**src/rtl/fft_peak_detect_if.sv**
```systemverilog
// FFT peak detector bus bundle.
// Sample stream and clear in, peak/energy results out.
interface fft_peak_detect_if #(
  parameter int N = 64
);
  localparam int W = $clog2(N);

  logic                 do_en;
  logic signed [15:0]   do_re;
  logic signed [15:0]   do_im;
  logic                 clear;
  logic                 peak_valid;
  logic [W-1:0]         peak_bin;
  logic [31:0]          peak_pow;
  logic [32+W-1:0]      frame_energy;
  logic                 frame_err;
  logic                 busy;

  modport master (
    output do_en, do_re, do_im, clear,
    input  peak_valid, peak_bin, peak_pow,
    input  frame_energy, frame_err, busy
  );

  modport slave (
    input  do_en, do_re, do_im, clear,
    output peak_valid, peak_bin, peak_pow,
    output frame_energy, frame_err, busy
  );
endinterface

```
**src/rtl/fft_peak_detect.sv**
```systemverilog
// FFT frame peak-power search and energy sum.
// Products -> sum -> compare/accumulate -> publish.
module fft_peak_detect #(
  parameter int N       = 64,
  parameter int TIMEOUT = 1023,
  parameter int SKIP_DC = 0
) (
  input logic            clk,
  input logic            reset,
  fft_peak_detect_if.slave bus
);
  localparam int W  = $clog2(N);
  localparam int EW = 32 + W;
  localparam int TW = $clog2(TIMEOUT + 1);

  typedef enum logic [1:0] {
    IDLE,
    RECV,
    FLUSH
  } state_e;

  state_e          state_q, state_d;
  logic [W-1:0]    cnt_q, cnt_d;
  logic [TW-1:0]   tmo_q, tmo_d;
  logic            abort;

  logic            accept;
  logic            kill;
  logic [W-1:0]    cur_bin;
  logic signed [31:0] rr_s;
  logic signed [31:0] ii_s;

  logic            s1_v_q;
  logic [W-1:0]    s1_bin_q;
  logic [31:0]     s1_rr_q;
  logic [31:0]     s1_ii_q;
  logic            s2_v_q;
  logic [W-1:0]    s2_bin_q;
  logic [31:0]     s2_pow_q;
  logic            fin_q;
  logic            last_in;

  logic [31:0]     pk_pow_q;
  logic [W-1:0]    pk_bin_q;
  logic [EW-1:0]   acc_q;
  logic            skip0;
  logic            is_init;
  logic            take;
  logic [31:0]     npk_pow;
  logic [W-1:0]    npk_bin;
  logic [EW-1:0]   nacc;

  logic            pv_q;
  logic            err_q;
  logic [W-1:0]    pb_q;
  logic [31:0]     pp_q;
  logic [EW-1:0]   fe_q;

  // clear beats a coincident sample
  assign accept  = bus.do_en & ~bus.clear;
  assign kill    = bus.clear | abort;
  assign cur_bin = (state_q == RECV) ? cnt_q : '0;
  assign rr_s    = bus.do_re * bus.do_re;
  assign ii_s    = bus.do_im * bus.do_im;
  assign last_in = s2_v_q && (s2_bin_q == W'(N - 1));

  // state, bin counter and idle timeout registers
  always_ff @(posedge clk) begin
    if (reset) begin
      state_q <= IDLE;
      cnt_q   <= '0;
      tmo_q   <= '0;
    end else begin
      state_q <= state_d;
      cnt_q   <= cnt_d;
      tmo_q   <= tmo_d;
    end
  end

  // frame sequencing: bin numbering, timeout abort, clear
  always_comb begin
    state_d = state_q;
    cnt_d   = cnt_q;
    tmo_d   = tmo_q;
    abort   = 1'b0;
    unique case (state_q)
      IDLE: begin
        if (accept) begin
          state_d = RECV;
          cnt_d   = W'(1);
          tmo_d   = '0;
        end
      end
      RECV: begin
        if (accept) begin
          tmo_d = '0;
          if (cnt_q == W'(N - 1)) begin
            state_d = FLUSH;
            cnt_d   = '0;
          end else begin
            cnt_d = cnt_q + W'(1);
          end
        end else if (tmo_q == TW'(TIMEOUT - 1)) begin
          abort   = 1'b1;
          state_d = IDLE;
          cnt_d   = '0;
          tmo_d   = '0;
        end else begin
          tmo_d = tmo_q + TW'(1);
        end
      end
      FLUSH: begin
        if (accept) begin
          state_d = RECV;
          cnt_d   = W'(1);
          tmo_d   = '0;
        end else if (fin_q) begin
          state_d = IDLE;
        end
      end
      default: state_d = IDLE;
    endcase
    if (bus.clear) begin
      state_d = IDLE;
      cnt_d   = '0;
      tmo_d   = '0;
      abort   = 1'b0;
    end
  end

  // pipeline valid bits; any abort empties the pipe
  always_ff @(posedge clk) begin
    if (reset || kill) begin
      s1_v_q <= 1'b0;
      s2_v_q <= 1'b0;
      fin_q  <= 1'b0;
    end else begin
      s1_v_q <= accept;
      s2_v_q <= s1_v_q;
      fin_q  <= last_in;
    end
  end

  // pipeline data: squares, then their unsigned sum
  always_ff @(posedge clk) begin
    if (reset) begin
      s1_bin_q <= '0;
      s1_rr_q  <= '0;
      s1_ii_q  <= '0;
      s2_bin_q <= '0;
      s2_pow_q <= '0;
    end else begin
      s1_bin_q <= cur_bin;
      s1_rr_q  <= rr_s;
      s1_ii_q  <= ii_s;
      s2_bin_q <= s1_bin_q;
      s2_pow_q <= s1_rr_q + s1_ii_q;
    end
  end

  // strict greater-than keeps the lowest bin on ties
  always_comb begin
    skip0   = (SKIP_DC != 0) && (s2_bin_q == '0);
    is_init = (s2_bin_q == W'((SKIP_DC != 0) ? 1 : 0));
    take    = !skip0 && (is_init || (s2_pow_q > pk_pow_q));
    npk_pow = take ? s2_pow_q : pk_pow_q;
    npk_bin = take ? s2_bin_q : pk_bin_q;
    nacc    = (s2_bin_q == '0) ? EW'(s2_pow_q)
                               : acc_q + EW'(s2_pow_q);
  end

  // running peak and energy of the frame in progress
  always_ff @(posedge clk) begin
    if (reset) begin
      pk_pow_q <= '0;
      pk_bin_q <= '0;
      acc_q    <= '0;
    end else if (s2_v_q && !kill) begin
      pk_pow_q <= npk_pow;
      pk_bin_q <= npk_bin;
      acc_q    <= nacc;
    end
  end

  // publish results; held until the next full frame
  always_ff @(posedge clk) begin
    if (reset) begin
      pv_q  <= 1'b0;
      err_q <= 1'b0;
      pb_q  <= '0;
      pp_q  <= '0;
      fe_q  <= '0;
    end else begin
      pv_q  <= fin_q && !bus.clear;
      err_q <= abort;
      if (fin_q && !bus.clear) begin
        pb_q <= pk_bin_q;
        pp_q <= pk_pow_q;
        fe_q <= acc_q;
      end
    end
  end

  assign bus.peak_valid   = pv_q;
  assign bus.frame_err    = err_q;
  assign bus.peak_bin     = pb_q;
  assign bus.peak_pow     = pp_q;
  assign bus.frame_energy = fe_q;
  assign bus.busy         = (state_q != IDLE) | s1_v_q | s2_v_q | fin_q;
endmodule

```
**src/flat_wrapper.sv**
```systemverilog
// flat-port wrapper written by rule: the top's interface ports become plain ports
module fft_peak_detect_flat 
#(
  parameter int N       = 64,
  parameter int TIMEOUT = 1023,
  parameter int SKIP_DC = 0
)
  (clk, reset, bus_do_en, bus_do_re, bus_do_im, bus_clear, bus_peak_valid, bus_peak_bin, bus_peak_pow, bus_frame_energy, bus_frame_err, bus_busy);
  fft_peak_detect_if #(.N(N)) bus_i ();
  input logic clk;
  input logic reset;
  input wire logic [$bits(bus_i.do_en)-1:0] bus_do_en;
  input wire logic [$bits(bus_i.do_re)-1:0] bus_do_re;
  input wire logic [$bits(bus_i.do_im)-1:0] bus_do_im;
  input wire logic [$bits(bus_i.clear)-1:0] bus_clear;
  output wire logic [$bits(bus_i.peak_valid)-1:0] bus_peak_valid;
  output wire logic [$bits(bus_i.peak_bin)-1:0] bus_peak_bin;
  output wire logic [$bits(bus_i.peak_pow)-1:0] bus_peak_pow;
  output wire logic [$bits(bus_i.frame_energy)-1:0] bus_frame_energy;
  output wire logic [$bits(bus_i.frame_err)-1:0] bus_frame_err;
  output wire logic [$bits(bus_i.busy)-1:0] bus_busy;
  assign bus_i.do_en = bus_do_en;
  assign bus_i.do_re = bus_do_re;
  assign bus_i.do_im = bus_do_im;
  assign bus_i.clear = bus_clear;
  assign bus_peak_valid = bus_i.peak_valid;
  assign bus_peak_bin = bus_i.peak_bin;
  assign bus_peak_pow = bus_i.peak_pow;
  assign bus_frame_energy = bus_i.frame_energy;
  assign bus_frame_err = bus_i.frame_err;
  assign bus_busy = bus_i.busy;
  fft_peak_detect #(.N(N), .TIMEOUT(TIMEOUT), .SKIP_DC(SKIP_DC)) u_core (.clk(clk), .reset(reset), .bus(bus_i));
endmodule
```
**config.mk**
```make
export PLATFORM = sky130hd
export DESIGN_NAME = fft_peak_detect_flat
export DESIGN_NICKNAME = d
export VERILOG_FILES = /design/src/rtl/fft_peak_detect_if.sv /design/src/rtl/fft_peak_detect.sv /design/src/flat_wrapper.sv
export SDC_FILE = /design/constraint.sdc
export NUM_CORES = 2
export LEC_CHECK = 0
export BUFFER_PORTS_ARGS = -buffer_cell sky130_fd_sc_hd__buf_2
export CAP_MARGIN = 20
export CORE_ASPECT_RATIO = 2
export CORE_MARGIN = 2
export CORE_UTILIZATION = 38
export DETAILED_ROUTE_END_ITERATION = 16
export SLEW_MARGIN = 0
export SYNTH_ARGS = -nofsm -noshare
export SYNTH_HDL_FRONTEND = slang
export SYNTH_SLANG_ARGS = --single-unit
export TNS_END_PERCENT = 20
```
**constraint.sdc**
```tcl
create_clock -name clk -period 8.27 [get_ports clk]
set_input_delay 0.4135 -clock clk [delete_from_list [all_inputs] [get_ports clk]]
set_output_delay 0.4135 -clock clk [all_outputs]
set_load 0.01 [all_outputs]
```
Yosys cells after proc, flatten, opt, wreduce, memory -nomap -nowiden
Index checks and enable logic that the tools add are counted.
W data, S select, Z words.
- flip-flop bits (word level): 283
- input bits: 36
- word-level logic and storage cells: 82
- $add $sub $neg: 4
- multiply operators: 2
- order comparisons: 1
- equality and inequality tests: 10
- mux-type cells: 21
- bitwise logic cells: 7
- reductions and logical operators: 18
- operator list (kind ; count):
    $mul A16 B16 Y32 ; 2
    $add A38 B32 Y38 ; 1
    $mux W38 ; 1
    $add A32 B32 Y32 ; 1
    $gt A32 B32 Y1 ; 1
    $mux W10 ; 3
    $mux W6 ; 4
    $pmux W10 S2 ; 1
    $eq A6 B6 Y1 const B ; 2
    $mux W2 ; 6
    $pmux W6 S2 ; 1
    $add A10 B1 Y10 const B ; 1
    $eq A10 B10 Y1 const B ; 1
    $add A6 B1 Y6 const B ; 1
    $logic_not A6 Y1 ; 1
    $pmux W2 S3 ; 1
    $reduce_or A2 Y1 ; 3
    $mux W1 ; 4
    $ne A2 B1 Y1 const B ; 2
    $or A1 B1 Y1 ; 4
    $reduce_and A2 Y1 ; 2
    $reduce_and A4 Y1 ; 1
    $reduce_bool A2 Y1 ; 2
    $logic_and A1 B1 Y1 ; 3
    11 further kinds ; 14

Depth between registers and ports, before layout
- depth after elaboration: 9
- mapped depth: 27
- mapped depth without buffers: 24

Least setup slack after synthesis
Ideal clock, no wire load.
- path type: input -> register
- from: input port bus_do_im[5]
- to: register u_core.s1_ii_q[30]
- setup time: 128 ps
- arrival: 6073 ps
- required time: 8142 ps
- slack: 2070 ps
- cell stages on the path: 22
- path buffers: 2
- path through: clkbuf_1 > clkbuf_1 > nand2_1 > fa_1 > inv_1 > fa_1 > fa_1 > fa_1 > fa_1 > inv_1 > fa_1 > inv_1 > ha_1 > a21oi_1 > nand2_1 > a21o_1 > a21oi_1 > nor3b_1 > o211ai_1 > a41oi_1 > xor2_1 > nor2_1
- word-level cells in the longest chain between the ends: 1
- RTL lines (what ; line ; source):
    from (decl) ; flat_wrapper.sv:14 ; input wire logic [$bits(bus_i.do_im)-1:0] bus_do_im;
    $mul A16 B16 Y32 ; fft_peak_detect.sv:64 ; assign ii_s = bus.do_im * bus.do_im;
    to (signal assigned) ; fft_peak_detect.sv:155 ; s1_ii_q <= ii_s;
    to (decl) ; fft_peak_detect.sv:36 ; logic [31:0] s1_ii_q;
Every way passes these cells.
A chain may end at the register's enable or synchronous reset.

Worst setup path after layout
- from: input port bus_do_im[15]
- to: register u_core.s1_ii_q[30]
The elaborated chain is that of the path after synthesis.

==> flow_metrics.env <==
export IMPL_status="completed"
export IMPL_worst_r2r_cell_count=10
export IMPL_ant_nets=0
export IMPL_fmax_ghz=0.1559
export IMPL_io_buffers=114
export IMPL_place_gp_congestion=0.8902
export IMPL_path_class="in2reg"
export IMPL_finalHoldViolations=0
export IMPL_grtUsageTotal=0.1882
export IMPL_cts_buffers=26
export IMPL_drtPass1Iterations=4
export IMPL_routed_wl_um=77590
export IMPL_ys_seq_area_frac=0.1813
export IMPL_cts_setup_buffers=0
export IMPL_rsz0062_at_grt="false"
export IMPL_yosysTopAreaCellShare=0.3033
export IMPL_routedWlPerCell_um=16.82
export IMPL_max_slew_margin_rel=0.2850
export IMPL_place_hpwl_um=63820
export IMPL_r2r_setup_slack_ps=4850
export IMPL_worst_pin_slew_ps=1072
export IMPL_die_height_um=408.1
export IMPL_syn_inst=3517
export IMPL_cp_slowest_cell="fa_1"
export IMPL_grt_max_degree=119
export IMPL_cp_slowest_stage_delay_ps=900
export IMPL_fin_crit_ps=6414
export IMPL_cts_resized=0
export IMPL_syn_to_final_growth_pct=7.470
export IMPL_vias=23050
export IMPL_row_count=148
export IMPL_setup_viol=0
export IMPL_finClkSkew_ps=43.70
export IMPL_yosys_warnings=0
export IMPL_critPathCaptureType="flop"
export IMPL_nNetsFinal=4319
export IMPL_antenna_found_initial=2
export IMPL_finalSetupTns_ps=0
export IMPL_ys_top_cells_by_area="fa_1 (30%), dfxtp_1 (18%), ha_1 (11%)"
export IMPL_worstHoldPathType="in2reg"
export IMPL_r2r_start="u_core.s2_pow_q[7]$_SDFF_PP0_"
export IMPL_cts_sinks=281
export IMPL_hold_buffers=0
export IMPL_rr_endpoint="u_core.acc_q[28]$_SDFFE_PP0P_"
export IMPL_routed_via_density=4.998
export IMPL_crit_path_start_kind="input port"
export IMPL_ys_types=72
export IMPL_pin_count=115
export IMPL_dieArea_mm2=0.08407
export IMPL_crit_top_cell="fa_1"
export IMPL_cap_violations=0
export IMPL_nFillCells=8235
export IMPL_path_cells="buf_2, inv_1, nor2_1, fa_1, fa_1, fa_1, fa_1, fa_1, inv_1, fa_1, inv_1, ha_1, a21oi_1, nand2_1, a21o_1, a21oi_1, nor3b_1, o211ai_1, a41oi_1, xor2_1, nor2_1"
export IMPL_cp_data_arrival_time_ps=6840
export IMPL_ys_ff_latch=281
export IMPL_grt_pass1_wl_um=124600
export IMPL_drtIter0Drc=934
export IMPL_fp_coreArea_mm2=0.08111
export IMPL_syn_area_per_cell_um2=8.820
export IMPL_syn_area_mm2=0.03102
export IMPL_synth_edf_count=0
export IMPL_holdWs_ps=137.7
export IMPL_dieWidth_um=206.0
export IMPL_clockRootBuffer="clkbuf_16"
export IMPL_cp_max_fo=18
export IMPL_overflow=0
export IMPL_fin_crit_sh=0.7756
export IMPL_synthesis_nets=4294
export IMPL_cts_clk_slew_worst_paths_ps=60
export IMPL_slew_viol_final=0
export IMPL_ys_flop_type="dfxtp_1"
export IMPL_drc=0
export IMPL_cts_tree="built"
export IMPL_cts_path_max_buffers=3
export IMPL_insertion_delay_ps=570
export IMPL_htreeDepth=1
export IMPL_drive_gt1_frac=0.05616
export IMPL_critical_path_required_ps=8700
export IMPL_yosys_area_top_type="fa_1"
export IMPL_cp_endpoint="u_core.s1_ii_q[30]$_SDFF_PP0_"
export IMPL_setup_worst_path_start="bus_do_im[15]"
export IMPL_initial_utilization=0.3825
export IMPL_async_reset_ff_frac=0
export IMPL_grt_pass1_vias=25030
sequential cells by signal, summed over array words and instances (netlist names):
register	count
u_core.s1_v_q	1
u_core.s2_v_q	1
u_core.cnt_q	6
u_core.s2_pow_q	32
u_core.acc_q	38
u_core.bus.frame_energy	38
u_core.bus.peak_bin	6
u_core.s1_rr_q	31
u_core.tmo_q	10
u_core.bus.peak_pow	32
u_core.bus.frame_err	1
u_core.state_q	2
u_core.pk_bin_q	6
u_core.pk_pow_q	32
u_core.s1_bin_q	6
u_core.bus.peak_valid	1
u_core.fin_q	1
u_core.s2_bin_q	6
u_core.s1_ii_q	31
metal layers:
layer  vias up  GRT usage  share of wire
li1      11050          -              -
met1     11340     0.1762           0.34
met2       436     0.3839           0.57
met3       219    0.01197          0.023
met4         2     0.1115          0.067
met5         -          0       0.000090
placed cells by master (no fill, tap or decap), types with 18 or more instances in the layout:
cell type,Yosys,routed
a21o_1,61,61
a21oi_1,182,182
a31oi_1,18,18
and2_1,92,92
and3_1,19,19
buf_2,7,113
clkbuf_16,0,26
dfxtp_1,281,281
fa_1,470,470
ha_1,271,271
inv_1,678,678
mux2i_1,42,42
nand2_1,396,396
nand2b_1,98,97
nand3_1,36,36
nand4_1,23,23
nor2_1,240,240
nor2b_1,38,37
nor3_1,34,34
o211ai_1,18,18
o21ai_0,67,67
o21bai_1,18,18
xnor2_1,96,96
xor2_1,44,44
area by class of cell:
type	count	area, um2	share of cell area
clock inverter	13	142.6	0.004279
sequential	281	5625	0.1687
tap	1050	1314	0.03941
antenna	1	2.502	0.00007506
timing repair buffer	124	650.6	0.01952
multi-input combinational	2429	22340	0.6701
inverter	680	2552	0.07657
clock buffer	34	710.7	0.02132
how the worst min path moves through the flow:
| stage | from | cells past startpoint | slack [ps] | end |
|---|---|---|---|---|
| 2_1_floorplan | u_core.s1_bin_q[0]$_SDFF_PP0_ | 1 | 410 | u_core.s2_bin_q[0]$_SDFF_PP0_ |
| 3_3_place_gp | u_core.s1_bin_q[0]$_SDFF_PP0_ | 1 | 420 | u_core.s2_bin_q[0]$_SDFF_PP0_ |
| 3_5_place_dp | u_core.s1_bin_q[1]$_SDFF_PP0_ | 1 | 420 | u_core.s2_bin_q[1]$_SDFF_PP0_ |
| 4_1_cts | bus_do_en | 2 | 110 | u_core.s1_v_q$_SDFF_PP0_ |
| 5_1_grt | bus_do_en | 2 | 130 | u_core.s1_v_q$_SDFF_PP0_ |
| 6_report | bus_do_en | 2 | 140 | u_core.s1_v_q$_SDFF_PP0_ |
synth_stat cells, drive strengths merged, types with 18 or more instances:
library cell    n
inv           678
nand4          24
nor2b          38
a21o           62
dfxtp         281
xor2           44
ha            271
o21ai          72
a21oi         183
o211ai         18
xnor2          96
a31oi          18
o21bai         18
nand2         396
mux2i          42
nor2          240
buf            18
clkbuf        109
nor3           34
nand3          36
and3           19
nand2b         98
fa            470
and2           93
cell families after synthesis:
kind of cell / after synthesis / synth area share
DFF: 281 / 0.1813
buffers and inverters: 807 / 0.09890
and+or+nand+nor: 1019 / 0.1536
AOI/OAI and AO/OA: 487 / 0.1004
adders and majority gates: 741 / 0.4126
muxes: 42 / 0.01355
xor gates and xnor gates: 140 / 0.03953
per-stage QoR:
step | instance area (um2) | instances | utilization | setup WS [ps]
3_3_place_gp | 32480 | 4563 | 0.4004 | 1391
2_1_floorplan | 31020 | 3517 | - | 2070
4_1_cts | 33330 | 4611 | 0.4110 | 1852
3_5_place_dp | 32480 | 4564 | 0.4005 | 1269
5_1_grt | 33330 | 4611 | 0.4110 | 1417
6_report | 33340 | 4612 | 0.4110 | 1856
worst max-delay path: cells and delay by family:
kind | cells | cell delay, ps
adder cells (fa/ha/maj) | 7 | 3830
AO/OA/AOI/OAI | 5 | 1100
buffers and inverters | 4 | 680
AND/OR/NAND/NOR | 4 | 650
XOR/XNOR | 1 | 160
Power is left out: the tool's default activity adds up to more than one toggle a clock period on the data nets, which glitch-free logic cannot reach.
